$ cat src/rtl/mul_seq_8_pkg.sv
// Shared definitions for the sequential 8x8 shift-and-add multiplier:
// state encodings, operand width and iteration limits.
package mul_seq_8_pkg;

  localparam int N_BITS = 8;
  localparam int CNT_W  = 3;

  localparam logic [CNT_W-1:0] LAST_ITER = 3'd7;

  typedef enum logic [1:0] {
    ST_IDLE = 2'd0,
    ST_CALC = 2'd1,
    ST_DONE = 2'd2
  } state_t;

endpackage

$ cat src/rtl/adder_8.sv
// 8-bit ripple-carry adder used as the multiplier's add path.
// Purely combinational; the clk pin exists only for interface compatibility.
module adder_8 (
  input  logic       clk,
  input  logic [7:0] a,
  input  logic [7:0] b,
  input  logic       cin,
  output logic [7:0] s,
  output logic       c
);

  logic [8:0] carry;
  logic       unused_clk;

  assign unused_clk = clk;
  assign carry[0]   = cin;

  for (genvar i = 0; i < 8; i++) begin : g_rca
    assign s[i]       = a[i] ^ b[i] ^ carry[i];
    assign carry[i+1] = (a[i] & b[i]) | (carry[i] & (a[i] ^ b[i]));
  end

  assign c = carry[8];

endmodule

$ cat src/rtl/mul_seq_8.sv
// Sequential 8x8 unsigned shift-and-add multiplier: one multiplier bit per
// cycle through adder_8, 16-bit product with a one-cycle done pulse.
//
// state   | meaning
// IDLE    | waiting for start; last product held on the output
// CALC    | eight add/shift iterations, busy high
// DONE    | one-cycle done pulse, then back to IDLE
module mul_seq_8
  import mul_seq_8_pkg::*;
(
  input  logic                  clk,
  input  logic                  rst,
  input  logic                  start,
  input  logic [N_BITS-1:0]     a,
  input  logic [N_BITS-1:0]     b,
  output logic                  busy,
  output logic                  done,
  output logic [2*N_BITS-1:0]   product
);

  state_t                state, state_nxt;
  logic [N_BITS-1:0]     mcand, mcand_nxt;
  logic [2*N_BITS-1:0]   p, p_nxt;
  logic [CNT_W-1:0]      count, count_nxt;

  logic [N_BITS-1:0]     add_b;
  logic [N_BITS-1:0]     add_s;
  logic                  add_c;

  assign add_b = p[0] ? mcand : '0;

  adder_8 u_adder (
    .clk (clk),
    .a   (p[2*N_BITS-1:N_BITS]),
    .b   (add_b),
    .cin (1'b0),
    .s   (add_s),
    .c   (add_c)
  );

  always_ff @(posedge clk or posedge rst) begin
    if (rst) begin
      state <= ST_IDLE;
      mcand <= '0;
      p     <= '0;
      count <= '0;
    end else begin
      state <= state_nxt;
      mcand <= mcand_nxt;
      p     <= p_nxt;
      count <= count_nxt;
    end
  end

  always_comb begin
    state_nxt = state;
    mcand_nxt = mcand;
    p_nxt     = p;
    count_nxt = count;
    case (state)
      ST_IDLE: begin
        if (start) begin
          mcand_nxt = a;
          p_nxt     = {{N_BITS{1'b0}}, b};
          count_nxt = '0;
          state_nxt = ST_CALC;
        end
      end
      ST_CALC: begin
        // Carry lands in the top bit, so the 9-bit partial sum is never truncated.
        p_nxt     = {add_c, add_s, p[N_BITS-1:1]};
        count_nxt = count + CNT_W'(1);
        if (count == LAST_ITER) state_nxt = ST_DONE;
      end
      ST_DONE: state_nxt = ST_IDLE;
      default: state_nxt = ST_IDLE;
    endcase
  end

  assign busy    = (state == ST_CALC);
  assign done    = (state == ST_DONE);
  assign product = p;

endmodule

$ cat config.mk
export PLATFORM = sky130hd
export DESIGN_NAME = mul_seq_8
export DESIGN_NICKNAME = d
export VERILOG_FILES = /design/src/rtl/mul_seq_8_pkg.sv /design/src/rtl/adder_8.sv /design/src/rtl/mul_seq_8.sv
export SDC_FILE = /design/constraint.sdc
export NUM_CORES = 1
export LEC_CHECK = 0
export ABC_AREA = 1
export CORE_ASPECT_RATIO = 0.75
export CORE_MARGIN = 4
export CORE_UTILIZATION = 52
export CTS_CLUSTER_SIZE = 8
export DETAILED_ROUTE_END_ITERATION = 10
export HOLD_SLACK_MARGIN = 0.12
export PLACE_DENSITY = 0.91
export SYNTH_ARGS = -nofsm -noshare
export SYNTH_HDL_FRONTEND = slang
export SYNTH_HIERARCHICAL = 1
export SYNTH_SLANG_ARGS = --single-unit
$ cat constraint.sdc
create_clock -name clk -period 5.7 [get_ports clk]
set_input_delay 0.855 -clock clk [delete_from_list [all_inputs] [get_ports clk]]
set_output_delay 0.855 -clock clk [all_outputs]
set_load 0.05 [all_outputs]
Word level (Yosys, flattened, before mapping)

Cells that the tools add are included.

Add/subtract/negate cells: 1
Bitwise operators: 37
Reductions and logical operators: 5
Equality and inequality tests: 5
Muxes and demuxes: 8

Operators by type and width:

| kind                                                                   | number |
|---|---|
| 16-bit case mux with 2 select lines                                    | 1 |
| 16-bit 2-to-1 mux                                                      | 1 |
| 1-bit AND                                                              | 15 |
| 1-bit bitwise XOR                                                      | 15 |
| 8-bit 2-to-1 mux                                                       | 1 |
| 1-bit OR                                                               | 7 |
| 3-bit case mux with 2 select lines                                     | 1 |
| 2-bit AND reduction                                                    | 3 |
| 2-bit 2-to-1 mux                                                       | 2 |
| 2-bit case mux with 2 select lines                                     | 1 |
| 3-bit by 1-bit adder with 3-bit output (second input constant)         | 1 |
| 3-bit equality test (second input constant)                            | 1 |
| 3-bit 2-to-1 mux                                                       | 1 |
| 2-bit by 1-bit equality test with 1-bit output (second input constant) | 1 |
| 2-bit equality test (second input constant)                            | 1 |
| 2-bit logical NOT                                                      | 1 |
| 2-bit by 1-bit != test with 1-bit output (second input constant)       | 1 |
| 2-bit != test (second input constant)                                  | 1 |
| 2-bit nonzero test                                                     | 1 |

Output and inout bits: 18
Logic and storage cells: 60
Input bits: 19
Bits in registers: 29

Longest topological paths before layout

Gate-level depths: netlist of the first run.

Word-level depth: 17
Gate-level depth with buffers: 17
Mapped depth without buffers: 16

Modules after synthesis

Netlist of the first run, hierarchy kept.

By module, submodules not included:

| module    | area an instance (sq um) | times used | cells an instance | sequential area each (sq um) |
|---|---|---|---|---|
| mul_seq_8 | 1322.5                   | 1          | 172               | 725.7 |
| adder_8   | 197.7                    | 1          | 18                | 0.0 |

Worst setup path before layout of the first run

Ideal clock, no wire load.

Path type: reg2reg
Start point: register p[0], in the netlist product[0]
End point: register p[14], in the netlist product[14]
Required time: 5.634 ns
Setup time: 0.066 ns
Period minus slack after synthesis: 4.096 ns
Buffers on the path: 1
Data arrival time: 4.031 ns
Cell stages (with the launch flop): 18
Slack: 1.604 ns
Cells stage by stage: dfrtp_1 clkbuf_1 nand2_1 inv_1 fa_1 inv_1 fa_1 inv_1 fa_1 fa_1 fa_1 fa_1 fa_1 inv_1 fa_1 inv_1 nand2_1 nand2_1

Word-level cells in the longest chain between the ends: 16
Elaborated cells on any way between the ends: 29
Classes of those cells: 2 x mux; 27 x bitwise

RTL lines:

| element                             | line            | text |
|---|---|---|
| from (decl)                         | mul_seq_8.sv:23 | `logic [2*N_BITS-1:0] p, p_nxt;` |
| from (signal assigned)              | mul_seq_8.sv:50 | `p <= p_nxt;` |
| 8-bit 2-to-1 mux                    | mul_seq_8.sv:30 | `assign add_b = p[0] ? mcand : '0;` |
| net add_b[0]                        | mul_seq_8.sv:26 | `logic [N_BITS-1:0] add_b;` |
| 1-bit AND (2 in a row)              | adder_8.sv:20   | `assign carry[i+1] = (a[i] & b[i]) \| (carry[i] & (a[i] ^ b[i]));` |
| 1-bit OR                            | adder_8.sv:20   |  |
| 1-bit AND                           | adder_8.sv:20   |  |
| 1-bit OR                            | adder_8.sv:20   |  |
| 1-bit AND                           | adder_8.sv:20   |  |
| 1-bit OR                            | adder_8.sv:20   |  |
| 1-bit AND                           | adder_8.sv:20   |  |
| 1-bit OR                            | adder_8.sv:20   |  |
| 1-bit AND                           | adder_8.sv:20   |  |
| 1-bit OR                            | adder_8.sv:20   |  |
| 1-bit AND                           | adder_8.sv:20   |  |
| 1-bit OR                            | adder_8.sv:20   |  |
| 1-bit bitwise XOR                   | adder_8.sv:19   | `assign s[i] = a[i] ^ b[i] ^ carry[i];` |
| net add_s[7]                        | mul_seq_8.sv:27 | `logic [N_BITS-1:0] add_s;` |
| 16-bit case mux with 2 select lines | mul_seq_8.sv:60 | `case (state)` |

The timed path passes the listed nets, and every way through them passes these cells.
A chain may end at the register's enable or synchronous reset.

Worst setup path after layout of the first run

Same ends and word-level chain as after synthesis.

==> results.md, run 1 <==
* CTS tree: built
* Number of DRC markers in iteration 0 at 81
* H-tree Lvls at 2
* Total CTS buffers at 5
* Register bit total from synthesis at 29
* Fin Clk Skew at 5.57 ps
* Final slew viol count at 0
* Synth top cells by count: nand2_1 (96), dfrtp_1 (29), inv_1 (22)
* Cell breakdown of the critical path: nand2_1 > inv_1 > fa_1 > inv_1 > fa_1 > inv_1 > fa_1 > fa_1 > fa_1 > fa_1 > fa_1 > inv_1 > fa_1 > inv_1 > nand2_1 > nand2_1
* Gate Count Post-Synth at 190
* Max clock buf depth at 2
* Vias per cell at between 4 and 5
* GR Overflow Total at 0
* Share of layout cells above drive strength 1 at under 10%
* Clk_lat worst skew at between 200 and 300 ps
* Most numerous cell in the Yosys netlist: nand2_1
* Design area at 1990 sq um
* Chip Height at 54.8 um
* Vias in the first global route at 1142
* Worst Hold Launch: mcand[7]
* Worst-path clk slew at 60 ps
* Netlist Area Pre-Place at 1520 sq um
* R2r startpoint: product[0]
* Max_slew headroom at 29.6%
* Pleak at between 1 and 1.5 nW
* Critical Path Sink Type: flip-flop
* First-pass DRT Iterations at 4
* Placement Cell Area at approximately 1900 sq um
* Post-synth top area share at 47.7%
* Final TNS setup at 0 ps
* Global-route wire length before repair at 5220 um
* RSZ-0062 raised after global routing: no
* Post-route ant nets at 0
* Core Util, Final at 73.7%
* Final hold violation count at 0
* Top FF cell, synth: dfrtp_1
* Layout area overhead at 30.9%
* Total Nets Final at 255
* Period utilization at 70.4%
* Critical path capture point: product[14]
* I/O Buffers at 36
* Antenna Cells at 0
* Critical Path RT at 5930 ps
* Unique masters post-synth at 16
* Final setup vio count at 0
* Ys async rst share at 100%
* Worst Setup SP: product[0]
* Clk root buf: clkbuf_8
* Synth area leaders: dfrtp_1 (48%), nand2_1 (24%), fa_1 (11%), inv_1 (5.4%), nand3_1 (5.3%)
* Synthesized area per cell at 8.00 sq um
* Run status: finished, final reports clean
* Total GRT Usage at 18.6%
* Dpl hpwl at 2350 um
* Delay-heaviest family, CP: adder cells
* Setup crit start kind: flip-flop
* WHS at 472 ps
* Post-route minimum period at ~4000 ps
* Drt total wl at 3180 um
* GPL Wtd Cong at 0.783
* MaxCap Viol Count at 0
* Core area at between 2000 and 3000 sq um
* Slew @ Worst Pin at 1050 ps
* Critical path's largest stage delay at 490 ps
* Biggest area consumer among synthesized cells: dfrtp_1
* WP depth at 16
* Worst hold path class: reg2reg
* R2R cell count at 16
* Initial core utilization at 56.3%
* VDD IR max at 312 uV
* Horiz. Die Dim at 70.4 um
* Initial antenna violation count at 0
* Net Count, Synth at 219
* Post-route DRC at 0
* PwrDens at between 500 and 600 nW/um^2
* Wire per inst at 12.1 um
* Fmax at 0.249 GHz
* Cell Rows at 16
* Most used cell, CP: fa_1
* Area of the die at 3860 sq um
* Cell Count, Final, Fillers Out at 263
* Setup bufs post-CTS at 0
* Routed via count at 1264
* Largest net degree at the start of global routing at 30
* Ys Warns at 6
* Ports at 37
* CP Class: reg2reg
* Resize count post-CTS at 0
* Clock Sinks at 29
* Slowest CP cell: dfrtp_1
* Worst-path maximum fanout at 10
* Post-Place Cells at between 200 and 300
* Register area share after synthesis at ~48%
* Post-synth EDFFs at 0
* CTS Hold Bufs at 0
* R2R Setup Slk at 1690 ps
* Crit path DAT at 4240 ps
* Buf/Inv on CP at 5
* Worst r2r dst: product[14]
==> placed cells by master, fill, tap and decap left out, drive strengths merged <==
cell type / Yosys / final
buf: 7 / 1
clkbuf: 1 / 7
clkdlybuf4s50: 0 / 36
clkinv: 0 / 1
conb: 1 / 1
dfrtp: 29 / 29
fa: 8 / 8
ha: 2 / 2
inv: 23 / 23
nand2: 97 / 97
nand3: 16 / 16
nor2: 3 / 3
o21ai: 3 / 3
==> state kept, by name, summed over array words and instances (netlist names) <==
register  flops
product      16
state         2
count         3
mcand         8
==> kinds of logic after synthesis <==
logic type	share of synthesized area (%)
buffers and inverters	8.56
adders and majority gates	12.2
AOI/OAI and AO/OA	0.987
DFF	47.7
and+or+nand+nor	30.3
other	0.247
==> report_power, final <==
group          leakage [nW]  internal (mW)  total [mW]  switching, mW
clock                0.0542          0.109       0.189         0.0804
sequential            0.365          0.298       0.378         0.0803
combinational         0.675          0.210       0.615          0.405
==> final cells by class <==
type / count / area, sq um
Sequential cell: 29 / 726
Fill cell: 210 / 712
Multi-Input combinational cell: 130 / 664
Timing Repair Buffer: 37 / 368
Clock buffer: 7 / 96.3
Inverter: 23 / 86.3
Tap cell: 36 / 45.0
Clock inverter: 1 / 5.00
==> layer usage <==
| layer | vias to the layer above | global-route usage (%) | wire [um] |
|---|---|---|---|
| li1 | 634 | - | - |
| met1 | 593 | 23.9 | 1380 |
| met2 | 31 | 29.2 | 1570 |
| met3 | 6 | 5.32 | 174 |
| met4 | 0 | 9.55 | 52 |
| met5 | - | 0 | 0 |
==> metrics by stage <==
step / setup WS (ps) / power (mW)
after floorplan: 1600 / 0.812
after global placement: 1860 / 0.975
after detailed placement: 1700 / 1.00
after CTS: 1680 / 1.19
after global routing: 1480 / 1.28
final: 1690 / 1.18
==> tightest hold or removal path, stage by stage, from the launching register on <==
cell and delay [ps]:
dfrtp_1 340, nand2_1 60, nand2_1 50
==> worst min path at each step <==
stage,endpoint,depth (start not counted)
3_5_place_dp,mcand[3],2
3_3_place_gp,mcand[4],2
5_1_grt,mcand[7],2
6_report,mcand[7],2
2_1_floorplan,mcand[0],2
4_1_cts,mcand[3],2
Note: power is estimated with default switching activity, not from simulation.
==> run 2: changes to the inputs <==
--- a/config.mk
+++ b/config.mk
@@ -8,11 +8,11 @@
 export ABC_AREA = 1
 export CORE_ASPECT_RATIO = 0.75
 export CORE_MARGIN = 4
-export CORE_UTILIZATION = 52
+export CORE_UTILIZATION = 44
 export CTS_CLUSTER_SIZE = 8
 export DETAILED_ROUTE_END_ITERATION = 10
 export HOLD_SLACK_MARGIN = 0.12
-export PLACE_DENSITY = 0.91
+export PLACE_DENSITY = 0.83
 export SYNTH_ARGS = -nofsm -noshare
 export SYNTH_HDL_FRONTEND = slang
 export SYNTH_HIERARCHICAL = 1
==> constraint.sdc (replaced) <==
create_clock -name clk -period 3.2 [get_ports clk]
set_input_delay 0.48 -clock clk [delete_from_list [all_inputs] [get_ports clk]]
set_output_delay 0.48 -clock clk [all_outputs]
set_load 0.05 [all_outputs]
==> run 2 against run 1 <==
The run now ends with setup timing left. Fmax up 15%. Die area up 16%. Non-clock buffer count up 6. Highest routed layer unchanged.
==> results.md, run 2 (same netlist as run 1, synthesis figures left out) <==
* Routed via count at 1288 (+1.9%)
* Initial antenna violation count at 0 (unchanged)
* Min setup slack post-route at -302 ps (-1990 ps)
* Worst hold path class: reg2reg
* Max_slew headroom at 53.3% (+24 points)
* Critical Path Sink Type: flip-flop
* Setup crit start kind: flip-flop
* Number of DRC markers in iteration 0 at 59 (-27%)
* Failing checks: setup timing
* Cell Rows at 18 (+2)
* Cell Count, Final, Fillers Out at 272 (+3.4%)
* Run status: finished, violations left
* Dpl hpwl at 2520 um (+7.4%)
* VDD IR max at 499 uV (+60%)
* Core area at 3310 sq um (+23%)
* Chip Height at 58.9 um (+7.4%)
* Total Nets Final at 261 (+2.4%)
* Ports at 37 (unchanged)
* Post-route DRC at 0 (unchanged)
* CP Class: reg2reg
* Initial core utilization at 45.9% (-10 points)
* GPL Wtd Cong at 0.812 (+3.8%)
* Horiz. Die Dim at 75.9 um (+7.7%)
* Area of the die at 4470 sq um (+16%)
* Critical path's largest stage delay at 400 ps (-90 ps)
* Layout area overhead at 34.2%
* Cell breakdown of the critical path: nand2_2 > inv_2 > fa_2 > inv_2 > fa_2 > inv_2 > fa_2 > fa_2 > fa_2 > fa_2 > fa_2 > inv_2 > fa_1 > inv_1 > nand2_1 > nand2_1
* Buf/Inv on CP at 5 (unchanged)
* Most frequent cells in the layout: nand2_1 (95), clkdlybuf4s50_1 (36), dfrtp_1 (27)
* Fin Clk Skew at 7.05 ps (+1.48 ps)
* Max clock buf depth at 2 (unchanged)
* Clk_lat worst skew at 280 ps (about the same)
* Post-route ant nets at 0 (unchanged)
* Vias in the first global route at 1183 (+3.6%)
* Total CTS buffers at 5 (unchanged)
* Post-route minimum period at 3500 ps (-509 ps)
* Most used cell, CP: fa_2
* Worst-path maximum fanout at 2 (-8)
* Final setup vio count at 2 (+2)
* PwrDens at 1030 nW/um^2 (+74%)
* Largest net degree at the start of global routing at 20 (-33%)
* First-pass DRT Iterations at 6 (+2)
* Largest register FFs at 16 (unchanged)
* Wire per inst at 11.9 um (-1.2%)
* Vias per cell at 4.74 (-1.5%)
* Final hold violation count at 0 (unchanged)
* Total GRT Usage at 16.8% (-1.8 points)
* Drt total wl at 3250 um (+2.1%)
* Antenna Cells at 0 (unchanged)
* RSZ-0062 raised after global routing: yes
* Global-route wire length before repair at 5460 um (+4.5%)
* Post-Place Cells at 265 (+3.9%)
* Clk root buf: clkbuf_8
* R2R Setup Slk at -300 ps (-1990 ps)
* Critical Path RT at 3420 ps (-2510 ps)
* Most common cell after layout, fill and taps aside: nand2_1
* Final slew viol count at 0 (unchanged)
* Crit path DAT at 3720 ps (-520 ps)
* I/O Buffers at 36 (unchanged)
* Fmax at 0.286 GHz (+15%)
* Final TNS setup at -388 ps (-388 ps)
* H-tree Lvls at 2 (unchanged)
* CTS tree: built
* Worst-path clk slew at 60 ps (about the same)
* Delay-heaviest family, CP: adder cells
* Setup bufs post-CTS at 0 (unchanged)
* Period utilization at 109% (+39 points)
* GR Overflow Total at 0 (unchanged)
* Slew @ Worst Pin at 699 ps (-356 ps)
* MaxCap Viol Count at 0 (unchanged)
* Slowest CP cell: dfrtp_2
* Clock Sinks at 29 (unchanged)
* Pleak at 1.09 nW (about the same)
* Share of layout cells above drive strength 1 at 12.9% (+7.6 points)
-- run 2: power by group --
part / switching, mW / internal [mW]
Clock: 0.133 / 0.147
Sequential: 0.137 / 0.533
Combinational: 0.741 / 0.415
-- run 2: stage by stage --
| step | instance area, sq um | setup WS [ps] | utilization [%] | hold WS [ps] | total power, mW |
|---|---|---|---|---|---|
| 3_5_place_dp | 1960 | -463 | 59.2 | 459 | 1.84 |
| 5_1_grt | 2040 | -420 | 61.6 | 492 | 2.27 |
| 4_1_cts | 2040 | -324 | 61.5 | 475 | 2.12 |
| 2_1_floorplan | 1550 | -487 | - | 442 | 1.47 |
| 3_3_place_gp | 1960 | -386 | 59.2 | 455 | 1.80 |
| 6_report | 2040 | -302 | 61.6 | 478 | 2.11 |
-- run 2: layout make-up --
type / count / area [sq um]
repair buffers: 43 / 413
well taps: 40 / 50.0
flip-flops and latches: 29 / 728
multi-input cells: 130 / 684
clock buffers: 6 / 72.6
inverters: 23 / 86.3
fillers: 292 / 1270
clock inverters: 1 / 5.00
-- run 2: worst paths after layout --
path,from,endpoint,cells after the start
max in group asynchronous,rst,mcand[5],3
min in group asynchronous,rst,product[6],2
worst min-delay path,mcand[3],mcand[3],2
worst max-delay path,product[0],product[14],16
worst max register to register,product[0],product[14],16
worst min register to register,mcand[3],mcand[3],2
-- run 2: worst register-to-register path, cell delays in order (launching register included) --
cell and delay (ps):
dfrtp_2 400, nand2_2 70, inv_2 30, fa_2 320, inv_2 60, fa_2 180
inv_2 40, fa_2 340, fa_2 350, fa_2 340, fa_2 350, fa_2 340
inv_2 60, fa_1 390, inv_1 60, nand2_1 50, nand2_1 50
-- run 2: repair_timing --
action                     in CTS  in global routing
hold buffers                    0                  0
setup endpoints to repair       3                  3
gates cloned                    0                  0
pin swaps                       6                  1
gates resized for setup         0                  2
-- run 2: routing by layer --
metal	track usage, %	share of wire (%)
met1	23.7	47
met2	23.2	45
met3	4.95	5.8
met4	8.98	2.3
met5	0	0
==> run 3: changes to the inputs <==
--- a/config.mk
+++ b/config.mk
@@ -11,8 +11,10 @@
 export CORE_UTILIZATION = 44
 export CTS_CLUSTER_SIZE = 8
 export DETAILED_ROUTE_END_ITERATION = 10
+export GPL_TIMING_DRIVEN = 0
 export HOLD_SLACK_MARGIN = 0.12
 export PLACE_DENSITY = 0.83
+export RECOVER_POWER = 50
 export SYNTH_ARGS = -nofsm -noshare
 export SYNTH_HDL_FRONTEND = slang
 export SYNTH_HIERARCHICAL = 1
==> run 3 against run 2 <==
The run still ends with setup timing left. Worst hold slack got worse by 6.3 ps. Clock power increased by 19%. Routed wire length shrank 2.3%. Fmax down 1.1%. Critical path type unchanged.
==> results.md, run 3 (same netlist as run 1, synthesis figures left out) <==
* Horiz. Die Dim at 75.9 um (unchanged)
* I/O Buffers at 35 (-2.8%)
* Wire per inst at 11.6 um (-2.6%)
* Setup crit start kind: flip-flop
* Dpl hpwl at 2440 um (-3.1%)
* Most common cell after layout, fill and taps aside: nand2_1
* Run status: finished, violations left
* Drt total wl at 3170 um (-2.3%)
* Fin Clk Skew at 4.98 ps (-2.07 ps)
* CTS Hold Bufs at 0 (unchanged)
* Min setup slack post-route at -339 ps (-37.2 ps)
* Final setup vio count at 2 (unchanged)
* Chip Height at 58.9 um (unchanged)
* Core area at 3310 sq um (unchanged)
* Total CTS buffers at 5 (unchanged)
* Net switching power at 1.00 mW (-0.79%)
* Max_slew headroom at 28.8% (-25 points)
* Fmax at 0.283 GHz (-1.1%)
* Worst-path maximum fanout at 2 (unchanged)
* Post-route ant nets at 0 (unchanged)
* Share of layout cells above drive strength 1 at 12.4% (-0.48 points)
* Post-route minimum period at 3540 ps (+37.2 ps)
* GPL Wtd Cong at 0.769 (-5.3%)
* Routed via count at 1262 (-2.0%)
* Period utilization at 111% (+1.2 points)
* Worst-path clk slew at 60 ps (about the same)
* Post-Place Cells at 265 (unchanged)
* Initial core utilization at 45.9% (unchanged)
* Cell Count, Final, Fillers Out at 273 (+0.37%)
* First-pass DRT Iterations at 4 (-2)
* Critical path's largest stage delay at 400 ps (about the same)
* Ports at 37 (unchanged)
* CP Class: reg2reg
* Largest register FFs at 16 (unchanged)
* Area of the die at 4470 sq um (unchanged)
* Final hold violation count at 0 (unchanged)
* Comb pwr share at 53.7% (-1.2 points)
* Most frequent cells in the layout: nand2_1 (96), clkdlybuf4s50_1 (34), dfrtp_1 (27)
* Slowest CP cell: dfrtp_2
* Pleak at 1.10 nW (+0.27%)
* Cell breakdown of the critical path: nand2_2 > inv_2 > fa_2 > inv_2 > fa_2 > inv_2 > fa_2 > fa_2 > fa_2 > fa_2 > fa_2 > inv_2 > fa_1 > inv_1 > nand2_1 > nand2_1
* Critical Path RT at 3430 ps (about the same)
* Post-route DRC at 0 (unchanged)
* Cell Rows at 18 (unchanged)
* Worst hold path class: reg2reg
* Failing checks: setup timing
* Final slew viol count at 0 (unchanged)
* Sw frac at 47.2% (-0.82 points)
* WHS at 472 ps (-6.32 ps)
* Pint at 1.12 mW (+2.5%)
* Clock Sinks at 29 (unchanged)
* Number of DRC markers in iteration 0 at 71 (+20%)
* Clock power share at 15.8% (+2.5 points)
* Slew @ Worst Pin at 1070 ps (+368 ps)
* Total GRT Usage at 17.0% (+0.22 points)
* Final TNS setup at -453 ps (-64.5 ps)
* Clk root buf: clkbuf_8
* VDD IR max at 636 uV (+27%)
* Layout area overhead at 34.1% (about the same)
* Clk_lat worst skew at 290 ps (about the same)
* H-tree Lvls at 2 (unchanged)
* Core Util, Final at 61.6% (about the same)
* GR Overflow Total at 0 (unchanged)
* Crit path DAT at 3770 ps (+50 ps)
* Most used cell, CP: fa_2
* PwrDens at 1040 nW/um^2 (+0.99%)
* Max clock buf depth at 2 (unchanged)
* Critical Path Sink Type: flip-flop
* Flop pwr share at 30.5% (-1.3 points)
* Total Nets Final at 261 (unchanged)
* Vias per cell at 4.62 (-2.4%)
* Antenna Cells at 0 (unchanged)
* Largest net degree at the start of global routing at 30 (+50%)
* CTS tree: built
* RSZ-0062 raised after global routing: yes
* Initial antenna violation count at 0 (unchanged)
* Vias in the first global route at 1190 (+0.59%)
* Global-route wire length before repair at 5430 um (-0.49%)
* MaxCap Viol Count at 0 (unchanged)
run 3: path summary, 6_finish.rpt:
path | startpoint | to | slack (ps) | depth (start not counted)
worst max-delay path | product[0] | product[14] | -340 | 16
worst min-delay path | mcand[1] | mcand[1] | 470 | 2
worst max register to register | product[0] | product[14] | -340 | 16
worst min register to register | mcand[1] | mcand[1] | 470 | 2
max in group asynchronous | rst | product[0] | 1580 | 2
min in group asynchronous | rst | product[6] | 900 | 2
run 3: per-stage QoR:
step	power (mW)	worst slack, ps	instance area (sq um)
final	2.13	-339	2040
after global routing	2.31	-490	2040
after CTS	2.17	-367	2050
after detailed placement	1.83	-695	1950
after global placement	1.79	-624	1950
after floorplan	1.47	-487	1550
run 3: metal layers:
| layer | wire, um | up-vias | track usage, % |
|---|---|---|---|
| li1 | - | 645 | - |
| met1 | 1490 | 580 | 23.2 |
| met2 | 1430 | 30 | 24.4 |
| met3 | 182 | 7 | 4.95 |
| met4 | 74 | 0 | 8.98 |
| met5 | 0 | - | 0 |
run 3: area by class of cell:
type | count | area, sq um
Buffer | 7 | 35.0
Inverter | 23 | 86.3
Multi-Input combinational cell | 130 | 679
Timing Repair Buffer | 36 | 358
Sequential cell | 29 | 728
Clock inverter | 1 | 5.00
Tap cell | 40 | 50.0
Fill cell | 298 | 1270
Clock buffer | 7 | 96.3
run 3: critical path: cells and delay by family (launching register included):
| kind | cells | cell delay, ps |
|---|---|---|
| buffers and inverters | 5 | 260 |
| AND/OR/NAND/NOR | 3 | 180 |
| flip-flops | 1 | 400 |
| adder cells (fa/ha/maj) | 8 | 2640 |
run 3: timing repair:
action / CTS / global route
gates resized for setup: 2 / 0
pin swaps: 8 / 1
setup buffers: 1 / 0
setup endpoints to repair: 3 / 3
run 3: power by group through the flow:
stage                     combinational [mW]  clock (mW)  sequential (mW)
final                                   1.14       0.335            0.649
after CTS                               1.17       0.343            0.650
after global placement                  1.15           0            0.649
after detailed placement                1.17           0            0.654
after global routing                    1.28       0.360            0.676
after floorplan                        0.549           0            0.926
